**src/rtl/mult_div_iter_if.sv**
```systemverilog
`default_nettype none
// ============================================================================
// Module      : mult_div_iter_if
// Description : Handshake, control and data bundle of the iterative MDU.
// Revision    : 1.0 - initial release
// ============================================================================
interface mult_div_iter_if #(
    parameter int DATA_WIDTH = 32
);
    logic                      stall_all;
    logic                      flush;
    logic                      start;
    logic [2:0]                op;
    logic [DATA_WIDTH-1:0]     operand_1;
    logic [DATA_WIDTH-1:0]     operand_2;
    logic [DATA_WIDTH-1:0]     hi;
    logic [DATA_WIDTH-1:0]     lo;
    logic                      busy;
    logic                      done;
    logic                      div_zero;
    logic [2*DATA_WIDTH-1:0]   result;

    modport master (
        output stall_all, flush, start, op, operand_1, operand_2, hi, lo,
        input  busy, done, div_zero, result
    );

    modport slave (
        input  stall_all, flush, start, op, operand_1, operand_2, hi, lo,
        output busy, done, div_zero, result
    );
endinterface
`default_nettype wire

```
**src/rtl/mult_div_iter.sv**
```systemverilog
`default_nettype none
// ============================================================================
// Module      : mult_div_iter
// Description : Iterative signed/unsigned multiply/divide, W-cycle CALC phase.
//               Optional HI/LO multiply-accumulate under `MDU_ACCUM_EN.
// Revision    : 1.0 - initial release
// ============================================================================
module mult_div_iter #(
    parameter int DATA_WIDTH = 32
) (
    input  wire logic        clk,
    input  wire logic        rst,
    mult_div_iter_if.slave   mdu
);
    localparam int                 c_cnt_w    = $clog2(DATA_WIDTH) + 1;
    localparam logic [c_cnt_w-1:0] c_cnt_last = c_cnt_w'(DATA_WIDTH);

    localparam logic [2:0] c_st_idle = 3'd0;
    localparam logic [2:0] c_st_prep = 3'd1;
    localparam logic [2:0] c_st_calc = 3'd2;
    localparam logic [2:0] c_st_fix  = 3'd3;
    localparam logic [2:0] c_st_done = 3'd4;

    logic [2:0]              r_state;
    logic [2:0]              w_state_nxt;
    logic                    w_accept;
    logic                    w_run;

    logic [2:0]              r_op;
    logic [DATA_WIDTH-1:0]   r_op1;
    logic [DATA_WIDTH-1:0]   r_op2;
    logic [DATA_WIDTH-1:0]   r_acc_hi;
    logic [DATA_WIDTH-1:0]   r_acc_lo;
    logic [DATA_WIDTH-1:0]   r_mcand;
    logic                    r_neg_res;
    logic                    r_neg_rem;
    logic [c_cnt_w-1:0]      r_cnt;
    logic [2*DATA_WIDTH-1:0] r_result;
    logic                    r_div_zero;

    logic                    w_is_div;
    logic                    w_is_signed;
    logic                    w_sign1;
    logic                    w_sign2;
    logic [DATA_WIDTH-1:0]   w_abs1;
    logic [DATA_WIDTH-1:0]   w_abs2;
    logic [DATA_WIDTH:0]     w_mul_sum;
    logic [DATA_WIDTH:0]     w_div_sh;
    logic [DATA_WIDTH:0]     w_div_diff;
    logic                    w_div_ge;
    logic [2*DATA_WIDTH-1:0] w_mag;
    logic [2*DATA_WIDTH-1:0] w_prod;
    logic [DATA_WIDTH-1:0]   w_quo;
    logic [DATA_WIDTH-1:0]   w_rem;
    logic [2*DATA_WIDTH-1:0] w_fix_result;
    logic                    w_fix_dz;

`ifdef MDU_ACCUM_EN
    logic [2*DATA_WIDTH-1:0] r_hilo;
`else
    logic                    w_unused_hilo;
    assign w_unused_hilo = ^{mdu.hi, mdu.lo};
`endif

    assign w_run       = !mdu.flush && !mdu.stall_all;
    assign w_is_div    = (r_op[2:1] == 2'b01);
    assign w_is_signed = ~r_op[0];
    assign w_sign1     = w_is_signed & r_op1[DATA_WIDTH-1];
    assign w_sign2     = w_is_signed & r_op2[DATA_WIDTH-1];
    assign w_abs1      = w_sign1 ? -r_op1 : r_op1;
    assign w_abs2      = w_sign2 ? -r_op2 : r_op2;

    // Shift-add step: add multiplicand when multiplier LSB is set, shift pair right.
    assign w_mul_sum  = {1'b0, r_acc_hi} + (r_acc_lo[0] ? {1'b0, r_mcand} : '0);
    // Restoring divide step: partial remainder shifted left with next dividend bit.
    assign w_div_sh   = {r_acc_hi, r_acc_lo[DATA_WIDTH-1]};
    assign w_div_diff = w_div_sh - {1'b0, r_mcand};
    assign w_div_ge   = (w_div_sh >= {1'b0, r_mcand});

    always_comb begin
        w_state_nxt = r_state;
        w_accept    = 1'b0;
        case (r_state)
            c_st_idle, c_st_done: begin
                if (mdu.start) begin
                    w_state_nxt = c_st_prep;
                    w_accept    = 1'b1;
                end else begin
                    w_state_nxt = c_st_idle;
                end
            end
            c_st_prep: w_state_nxt = c_st_calc;
            c_st_calc: if (r_cnt == c_cnt_last) w_state_nxt = c_st_fix;
            c_st_fix:  w_state_nxt = c_st_done;
            default:   w_state_nxt = c_st_idle;
        endcase
    end

    always_ff @(posedge clk) begin
        if (rst) begin
            r_state <= c_st_idle;
        end else if (mdu.flush) begin
            r_state <= c_st_idle;
        end else if (!mdu.stall_all) begin
            r_state <= w_state_nxt;
        end
    end

    always_comb begin
        w_mag        = {r_acc_hi, r_acc_lo};
        w_prod       = r_neg_res ? -w_mag : w_mag;
        w_quo        = r_neg_res ? -r_acc_lo : r_acc_lo;
        w_rem        = r_neg_rem ? -r_acc_hi : r_acc_hi;
        w_fix_result = w_prod;
        w_fix_dz     = 1'b0;
        if (w_is_div) begin
            // Divide by zero bypasses sign fix-up so DIV and DIVU agree.
            if (r_op2 == '0) begin
                w_fix_result = {r_op1, {DATA_WIDTH{1'b1}}};
                w_fix_dz     = 1'b1;
            end else begin
                w_fix_result = {w_rem, w_quo};
            end
        end
`ifdef MDU_ACCUM_EN
        else if (r_op[2]) begin
            w_fix_result = r_op[1] ? (r_hilo - w_prod) : (r_hilo + w_prod);
        end
`endif
    end

    always_ff @(posedge clk) begin
        if (rst) begin
            r_op       <= '0;
            r_op1      <= '0;
            r_op2      <= '0;
            r_acc_hi   <= '0;
            r_acc_lo   <= '0;
            r_mcand    <= '0;
            r_neg_res  <= 1'b0;
            r_neg_rem  <= 1'b0;
            r_cnt      <= '0;
            r_result   <= '0;
            r_div_zero <= 1'b0;
`ifdef MDU_ACCUM_EN
            r_hilo     <= '0;
`endif
        end else if (w_run) begin
            if (w_accept) begin
                r_op  <= mdu.op;
                r_op1 <= mdu.operand_1;
                r_op2 <= mdu.operand_2;
`ifdef MDU_ACCUM_EN
                r_hilo <= {mdu.hi, mdu.lo};
`endif
            end
            case (r_state)
                c_st_prep: begin
                    r_acc_hi  <= '0;
                    r_acc_lo  <= w_abs1;
                    r_mcand   <= w_abs2;
                    r_cnt     <= '0;
                    r_neg_res <= w_sign1 ^ w_sign2;
                    r_neg_rem <= w_sign1;
                end
                c_st_calc: begin
                    if (r_cnt != c_cnt_last) begin
                        r_cnt <= r_cnt + 1'b1;
                        if (w_is_div) begin
                            r_acc_hi <= w_div_ge ? w_div_diff[DATA_WIDTH-1:0]
                                                 : w_div_sh[DATA_WIDTH-1:0];
                            r_acc_lo <= {r_acc_lo[DATA_WIDTH-2:0], w_div_ge};
                        end else begin
                            r_acc_hi <= w_mul_sum[DATA_WIDTH:1];
                            r_acc_lo <= {w_mul_sum[0], r_acc_lo[DATA_WIDTH-1:1]};
                        end
                    end
                end
                c_st_fix: begin
                    r_result   <= w_fix_result;
                    r_div_zero <= w_fix_dz;
                end
                default: ;
            endcase
        end
    end

    assign mdu.busy     = (r_state == c_st_prep) || (r_state == c_st_calc) ||
                          (r_state == c_st_fix);
    assign mdu.done     = (r_state == c_st_done);
    assign mdu.div_zero = r_div_zero;
    assign mdu.result   = r_result;
endmodule
`default_nettype wire

```
**src/flat_wrapper.sv**
```systemverilog
// flat-port wrapper written by rule: the top's interface ports become plain ports
module mult_div_iter_flat 
#(
    parameter int DATA_WIDTH = 32
)
  (clk, rst, mdu_stall_all, mdu_flush, mdu_start, mdu_op, mdu_operand_1, mdu_operand_2, mdu_hi, mdu_lo, mdu_busy, mdu_done, mdu_div_zero, mdu_result);
  mult_div_iter_if #(.DATA_WIDTH(DATA_WIDTH)) mdu_i ();
  input  wire logic clk;
  input  wire logic rst;
  input wire logic [$bits(mdu_i.stall_all)-1:0] mdu_stall_all;
  input wire logic [$bits(mdu_i.flush)-1:0] mdu_flush;
  input wire logic [$bits(mdu_i.start)-1:0] mdu_start;
  input wire logic [$bits(mdu_i.op)-1:0] mdu_op;
  input wire logic [$bits(mdu_i.operand_1)-1:0] mdu_operand_1;
  input wire logic [$bits(mdu_i.operand_2)-1:0] mdu_operand_2;
  input wire logic [$bits(mdu_i.hi)-1:0] mdu_hi;
  input wire logic [$bits(mdu_i.lo)-1:0] mdu_lo;
  output wire logic [$bits(mdu_i.busy)-1:0] mdu_busy;
  output wire logic [$bits(mdu_i.done)-1:0] mdu_done;
  output wire logic [$bits(mdu_i.div_zero)-1:0] mdu_div_zero;
  output wire logic [$bits(mdu_i.result)-1:0] mdu_result;
  assign mdu_i.stall_all = mdu_stall_all;
  assign mdu_i.flush = mdu_flush;
  assign mdu_i.start = mdu_start;
  assign mdu_i.op = mdu_op;
  assign mdu_i.operand_1 = mdu_operand_1;
  assign mdu_i.operand_2 = mdu_operand_2;
  assign mdu_i.hi = mdu_hi;
  assign mdu_i.lo = mdu_lo;
  assign mdu_busy = mdu_i.busy;
  assign mdu_done = mdu_i.done;
  assign mdu_div_zero = mdu_i.div_zero;
  assign mdu_result = mdu_i.result;
  mult_div_iter #(.DATA_WIDTH(DATA_WIDTH)) u_core (.clk(clk), .rst(rst), .mdu(mdu_i));
endmodule
```
**config.mk**
```make
export PLATFORM = sky130hd
export DESIGN_NAME = mult_div_iter_flat
export DESIGN_NICKNAME = d
export VERILOG_FILES = /design/src/rtl/mult_div_iter_if.sv /design/src/rtl/mult_div_iter.sv /design/src/flat_wrapper.sv
export SDC_FILE = /design/constraint.sdc
export NUM_CORES = 1
export LEC_CHECK = 0
export BUFFER_PORTS_ARGS = -buffer_cell sky130_fd_sc_hd__buf_2
export CAP_MARGIN = 20
export CORE_UTILIZATION = 64
export CTS_CLUSTER_DIAMETER = 50
export DETAILED_ROUTE_END_ITERATION = 8
export PLACE_DENSITY = 0.91
export SETUP_SLACK_MARGIN = 0.05
export SYNTH_ARGS = -nofsm -noshare
export SYNTH_HDL_FRONTEND = slang
export SYNTH_SLANG_ARGS = --single-unit
```
**constraint.sdc**
```tcl
create_clock -name clk -period 7.1 [get_ports clk]
set_input_delay 0.355 -clock clk [delete_from_list [all_inputs] [get_ports clk]]
set_output_delay 0.355 -clock clk [all_outputs]
set_load 0.01 [all_outputs]
```
[Word-level counts from Yosys, hierarchy flattened]
Cells that the tools add are included.
Storage, ports and cells
  output and inout bits: 67
  flip-flop bits (word level): 239
  bits of input ports: 136
  word-level logic and storage cells: 74
Cells by class
  reductions and logical operators: 15
  muxes and demuxes: 24
  $add $sub $neg: 8
  bitwise gates (word level): 5
  eq/ne operators: 9
  $lt $le $gt $ge: 1
Operator list (count)
  32-bit two-way mux: 10
  64-bit two-way mux: 3
  32-bit negator: 4
  32-bit one-hot mux with 2 select lines: 2
  64-bit negator: 1
  32-bit by 32-bit adder with 33-bit output: 1
  33-bit by 32-bit greater-or-equal comparator with 1-bit output: 1
  32-bit logical NOT: 1
  32-bit subtractor: 1
  3-bit one-hot mux with 4 select lines: 1
  6-bit one-hot mux with 2 select lines: 1
  2-bit AND reduction: 4
  6-bit by 1-bit adder with 6-bit output, second input constant: 1
  3-bit by 2-bit == test with 1-bit output, second input constant: 2
  6-bit == test, second input constant: 1
  6-bit two-way mux: 1
  6-bit != test, second input constant: 1
  1-bit two-way mux: 5
  2-bit by 1-bit != test with 1-bit output, second input constant: 2
  2-bit OR reduction: 2
  3-bit by 1-bit == test with 1-bit output, second input constant: 1
  3-bit == test, second input constant: 1
  3-bit logical NOT: 1
  3-bit two-way mux: 1
  other kinds (9): 13

[Longest topological paths before layout]
  depth in word-level cells: 5
  mapped depth: 14
  mapped depth without buffers: 13

[Least setup slack after synthesis]
OpenSTA, ideal clock, no wires.
  kind: flip-flop to flip-flop
  start point: register u_core.r_acc_lo[10]
  end point: register u_core.r_result[61] (netlist: u_core.mdu.result[61])
  cell stages (with the launch flop): 11
  setup slack: 3652 ps
  buffers on the path: 1
  period minus slack after synthesis: 3448 ps
  data required time: 6968 ps
  arrival time: 3316 ps
  library setup time: 132 ps
  cell sequence: dfxtp_1 -> buf_6 -> or4_4 -> or4b_4 -> or4_4 -> or2_1 -> or3_4 -> o21a_1 -> or3_1 -> o2111ai_1 -> a21oi_1
On the way
  word-level cells in the longest chain between the ends: 3
Ends and longest elaborated chain
  from (decl): RTL line mult_div_iter.sv:33  | logic [DATA_WIDTH-1:0] r_acc_lo;
  from (signal assigned): RTL line mult_div_iter.sv:160  | r_acc_lo <= w_abs1;
  from (signal assigned): RTL line mult_div_iter.sv:172  | r_acc_lo <= {r_acc_lo[DATA_WIDTH-2:0], w_div_ge};
  from (signal assigned): RTL line mult_div_iter.sv:175  | r_acc_lo <= {w_mul_sum[0], r_acc_lo[DATA_WIDTH-1:1]};
  64-bit negator: RTL line mult_div_iter.sv:111  | w_prod = r_neg_res ? -w_mag : w_mag;
  64-bit two-way mux: RTL line mult_div_iter.sv:111
  64-bit two-way mux: RTL line mult_div_iter.sv:116  | if (w_is_div) begin
  to (signal assigned): RTL line mult_div_iter.sv:180  | r_result <= w_fix_result;
  to (decl): RTL line mult_div_iter.sv:38  | logic [2*DATA_WIDTH-1:0] r_result;
No other way between the ends.
A chain may end at the register's enable or synchronous reset.

[Worst setup path after layout]
  start point: register u_core.r_acc_lo[0]
  end point: register u_core.r_acc_hi[31]
On the way
  word-level cells in the longest chain between the ends: 5
Ends and longest elaborated chain
  32-bit two-way mux: RTL line mult_div_iter.sv:74  | assign w_mul_sum = {1'b0, r_acc_hi} + (r_acc_lo[0] ? {1'b0, r_mcand} : '0);
  32-bit by 32-bit adder with 33-bit output: RTL line mult_div_iter.sv:74
  32-bit two-way mux: RTL line mult_div_iter.sv:169  | if (w_is_div) begin
  32-bit two-way mux: RTL line mult_div_iter.sv:167  | if (r_cnt != c_cnt_last) begin
  32-bit one-hot mux with 2 select lines: RTL line mult_div_iter.sv:157  | case (r_state)
  to (signal assigned): RTL line mult_div_iter.sv:170  | r_acc_hi <= w_div_ge ? w_div_diff[DATA_WIDTH-1:0]
  to (signal assigned): RTL line mult_div_iter.sv:174  | r_acc_hi <= w_mul_sum[DATA_WIDTH:1];
  to (decl): RTL line mult_div_iter.sv:32  | logic [DATA_WIDTH-1:0] r_acc_hi;
No other way between the ends. The select of a mux whose other input is x is not followed.

==> results.txt <==
The flow ran to the end, and the final reports show no timing, DRC or antenna violations. Synthesized netlist cell count: 2348. The path category of the worst min-delay check was in -> reg. The count of H-tree levels built during CTS was 1. The quantity of gates resized following cts was 0. Setup repair after global routing left no endpoint under its margin.

The tools report the reg-to-reg setup timing slack as 2740 ps. The initialized floorplan defines 58 standard-cell rows. The critical path in this run is classified as reg -> reg. The run gives 0.229 GHz as the maximum clock rate. Global routing consumed, over all layers together, 41.1% of the routing resources. In this run the critical register-to-register path is launched from u_core.r_acc_lo[0]$_SDFFE_PP0P_.

In this run, CTS created clock tree buffers numbering 29. The number of vias per cell came out at 6.68. The synthesized net count is 2556, and the data arrival time of the critical path is 4800 ps. The worst register-to-register path ends at u_core.r_acc_hi[31]$_SDFFE_PP0P_.

For the starting density of the core, the log shows 66.0%. After routing the design area is 18600 um2. In this run the post-CTS setup repair buffer count came out at 0. The mapped netlist covers 16800 um2.

The count of buffers from port buffering is 138, and the portion of the post-synthesis area used by sequential elements is 28.5%. After clock tree synthesis, the flow added hold-fix buffers numbering 0. The instance area at placement is 17400 um2, and the source-to-sink clock delay at the later pin of the worst-skew pair is 570 ps. Entering global routing, the biggest net connects 113 pins.

The async set or reset register ratio after synthesis works out to 0%. The count of final hold-check violations is 0, and the count of antenna-violating nets left after detailed routing is 0. Counting the fill cells in the layout gives 1982. For this design, the sink count on the clock tree is 239. Among all flip-flop cells after synthesis, the most frequent one is sky130_fd_sc_hd__dfxtp_1.

Mean instance size in the synthesized netlist: 7.16 um2. The data required time at the worst endpoint was 7540 ps; the initial antenna violation count was 0. STA classifies the critical path endpoint as a register. The tools report the destination of the worst hold path as u_core.r_op2[13]$_SDFFE_PP0P_. For the core footprint, the log shows 25500 um2. For the pin with the worst max-slew slack, the measured transition is 1170 ps. Clock-pin slew was measured on the worst setup and hold paths at 70 ps. The fraction of the cycle the final worst path needs came out at 61.4%. The number of unique standard cell types used by synthesis was 75; the width of the die was 164 um. The total wire length after detailed routing was 56000 um; the number of violations reported at the end of detailed-routing iteration 0 was 1999. In this run the power density over the cells is 188 nW/um2.

Cells fill 73.0% of the core in the end. The logs give 39300 um for the half-perimeter wire length after detailed placement and 0 for the Yosys warning count. Logic depth of the worst register-to-register path: 12. The floorplan step defined a die boundary enclosing 26900 um2.

In this run the worst path has a maximum fanout of 20. The critical path starts at u_core.r_acc_lo[0]$_SDFFE_PP0P_. The tools report the global-route wire length before repair as 87400 um.

The tools report the cell at the root of the clock tree as sky130_fd_sc_hd__clkbuf_16. For this design the static power due to leakage is 7.56 nW. Across the run, the number of max-cap violations was 0. The number of cells on the worst hold path is 3, and the global placement routability congestion is 1.03. The total grt overflow is 0.

0 antenna diodes ended up in the layout. The post-synthesis sequential element count is 239, and the maximum vdd drop is 0.000252 V. Clock skew: 7.51 ps. In the routed design, unresolved DRC markers number 0. The beginning of the worst hold path is mdu_operand_2[13].

Kind of launch point of the worst setup path: a register. The total power consumption of the routed design is 3.50 mW, and the final number of max-transition violations is 0. Number of failing setup endpoints in the final timing report: 0. For this run, the detailed router's first-pass iteration total came to 7. The routed layout has 18200 vias.

TritonCTS built the clock tree. Counting I/O delays and the setup requirement, the final critical path takes 4360 ps. The I/O pin count was 203; the area growth from synthesis to layout was 10.6%. After the last flow step, the layout net total stands at 2573. Headroom to the max-slew limit came out at 21.9%. The die boundary height was 164 um.

The final-layout setup total negative slack is 0 ps, and the wire length per cell is 20.6 um. The ratio of cells with drive above 1 in the final layout came out at 10.1%. The number of global-route vias before repair is 16600, and the number of flops mapped to enable cells by yosys is 0. For the buffer depth of the longest clock path, the log shows 3.
## metal layers
layer,wire length (um),part of all wire [%],up-vias,GRT usage (%)
li1,-,-,8424,-
met1,21100,38,8405,48.7
met2,25400,45,1085,67.4
met5,0,0,-,0
met4,4210,7.5,0,29.2
met3,5320,9.5,239,6.72
## critical path, stage by stage (launching register included)
cell,delay [ps]
sky130_fd_sc_hd__dfxtp_1,400
sky130_fd_sc_hd__inv_1,440
sky130_fd_sc_hd__buf_4,370
sky130_fd_sc_hd__nor2_1,100
sky130_fd_sc_hd__ha_1,390
sky130_fd_sc_hd__a21o_1,230
sky130_fd_sc_hd__a221o_1,360
sky130_fd_sc_hd__a21o_1,210
sky130_fd_sc_hd__a2111o_1,450
sky130_fd_sc_hd__a2111oi_0,470
sky130_fd_sc_hd__nor3_1,190
sky130_fd_sc_hd__a2111oi_0,480
sky130_fd_sc_hd__o31ai_1,120
## placed cells by master (no fill, tap or decap), types with 9 or more instances in the layout
cell type,synthesis,routed
sky130_fd_sc_hd__o31ai_1,38,38
sky130_fd_sc_hd__nor3_1,50,49
sky130_fd_sc_hd__nor4_1,17,17
sky130_fd_sc_hd__buf_2,1,137
sky130_fd_sc_hd__o21bai_1,10,10
sky130_fd_sc_hd__nand4_1,29,29
sky130_fd_sc_hd__clkbuf_16,0,29
sky130_fd_sc_hd__mux2i_1,23,23
sky130_fd_sc_hd__nand2_1,382,382
sky130_fd_sc_hd__o22ai_1,22,22
sky130_fd_sc_hd__nand3_1,65,64
sky130_fd_sc_hd__a21oi_1,238,238
sky130_fd_sc_hd__or3_1,30,30
sky130_fd_sc_hd__a211oi_1,47,47
sky130_fd_sc_hd__nand2b_1,14,13
sky130_fd_sc_hd__a22o_1,10,10
sky130_fd_sc_hd__buf_4,1,19
sky130_fd_sc_hd__dfxtp_1,239,239
sky130_fd_sc_hd__a22oi_1,13,13
sky130_fd_sc_hd__o41ai_1,14,14
sky130_fd_sc_hd__and3_1,12,11
sky130_fd_sc_hd__o211ai_1,45,45
sky130_fd_sc_hd__nor2b_1,11,9
sky130_fd_sc_hd__or4_1,15,15
sky130_fd_sc_hd__xnor2_1,98,98
sky130_fd_sc_hd__a311oi_1,22,22
sky130_fd_sc_hd__and2_1,11,11
sky130_fd_sc_hd__inv_1,73,73
sky130_fd_sc_hd__o21a_1,11,11
sky130_fd_sc_hd__xor2_1,77,77
sky130_fd_sc_hd__ha_1,70,70
sky130_fd_sc_hd__o21ai_0,137,137
sky130_fd_sc_hd__nor2_1,221,220
sky130_fd_sc_hd__a31oi_1,24,24
sky130_fd_sc_hd__a21o_1,22,22
## stage by stage
step	instances	hold slack (ps)	setup slack, ps
floorplan	2348	432	3650
global placement	2661	438	2960
detailed placement	2661	444	2920
CTS	2715	17.1	2880
global route	2718	26.3	2500
finish	2718	14.9	2740
## cells by family (layout without fill, tap and decap cells)
family	Yosys count	count (layout)	share of synthesized area, %
multiplexers	23	23	1.37
buffers and inverters	247	287	5.59
flip-flops	239	239	28.5
XOR/XNOR	175	175	9.12
adder cells (fa/ha/maj)	72	72	5.45
AO/OA/AOI/OAI	703	703	26.2
AND/OR/NAND/NOR	889	889	23.8
## how the worst max path moves through the flow
stage / end / slack [ps] / cells past startpoint
after floorplan: u_core.mdu.result[61]$_SDFFE_PP0P_ / 3650 / 10
after global placement: u_core.r_acc_hi[31]$_SDFFE_PP0P_ / 2960 / 12
after detailed placement: u_core.r_acc_hi[31]$_SDFFE_PP0P_ / 2920 / 12
after CTS: u_core.r_acc_hi[31]$_SDFFE_PP0P_ / 2880 / 12
after global routing: u_core.r_acc_hi[31]$_SDFFE_PP0P_ / 2500 / 12
final: u_core.r_acc_hi[31]$_SDFFE_PP0P_ / 2740 / 12
## state kept, by name (all words and copies together) (netlist names), 3 cells and up
name / cells
u_core.mdu.result: 64
u_core.r_acc_hi: 32
u_core.r_acc_lo: 32
u_core.r_cnt: 6
u_core.r_mcand: 32
u_core.r_op: 3
u_core.r_op1: 32
u_core.r_op2: 32
u_core.r_state: 3
## synth_stat cells, types with 13 or more instances
cell | count | share of area (%)
sky130_fd_sc_hd__nor4_1 | 17 | 0.63
sky130_fd_sc_hd__a22oi_1 | 13 | 0.58
sky130_fd_sc_hd__or3_1 | 30 | 1.1
sky130_fd_sc_hd__a211oi_1 | 47 | 2.1
sky130_fd_sc_hd__nor3_1 | 50 | 1.5
sky130_fd_sc_hd__mux2i_1 | 23 | 1.4
sky130_fd_sc_hd__nand2b_1 | 14 | 0.52
sky130_fd_sc_hd__clkbuf_1 | 159 | 3.5
sky130_fd_sc_hd__nand4_1 | 29 | 1.1
sky130_fd_sc_hd__dfxtp_1 | 239 | 28
sky130_fd_sc_hd__o211ai_1 | 45 | 2.0
sky130_fd_sc_hd__inv_1 | 73 | 1.6
sky130_fd_sc_hd__nor2_1 | 221 | 4.9
sky130_fd_sc_hd__a21o_1 | 22 | 0.98
sky130_fd_sc_hd__o22ai_1 | 22 | 0.82
sky130_fd_sc_hd__ha_1 | 70 | 5.2
sky130_fd_sc_hd__or4_1 | 15 | 0.67
sky130_fd_sc_hd__nand2_1 | 382 | 8.5
sky130_fd_sc_hd__xor2_1 | 77 | 4.0
sky130_fd_sc_hd__nand3_1 | 65 | 1.9
sky130_fd_sc_hd__a21oi_1 | 238 | 7.1
sky130_fd_sc_hd__o21ai_0 | 137 | 4.1
sky130_fd_sc_hd__a311oi_1 | 22 | 1.1
sky130_fd_sc_hd__o31ai_1 | 38 | 1.7
sky130_fd_sc_hd__xnor2_1 | 98 | 5.1
sky130_fd_sc_hd__o41ai_1 | 14 | 0.73
sky130_fd_sc_hd__a31oi_1 | 24 | 0.89
## power by group
part	leakage [nW]	total, mW	switching, mW	internal, mW
sequential	1.93	1.38	0.0270	1.36
clock	0.517	1.67	0.655	1.02
combinational	5.11	0.444	0.304	0.140
## area by class of cell
cell class | instances | area (um2) | share of cell area, %
clock buffers | 34 | 774 | 4.17
repair buffers | 160 | 902 | 4.85
well taps | 330 | 413 | 2.22
clock inverters | 20 | 315 | 1.70
flip-flops and latches | 239 | 4780 | 25.7
inverters | 73 | 274 | 1.47
multi-input cells | 1862 | 11100 | 59.9
Note: power is estimated with default switching activity, not from simulation.
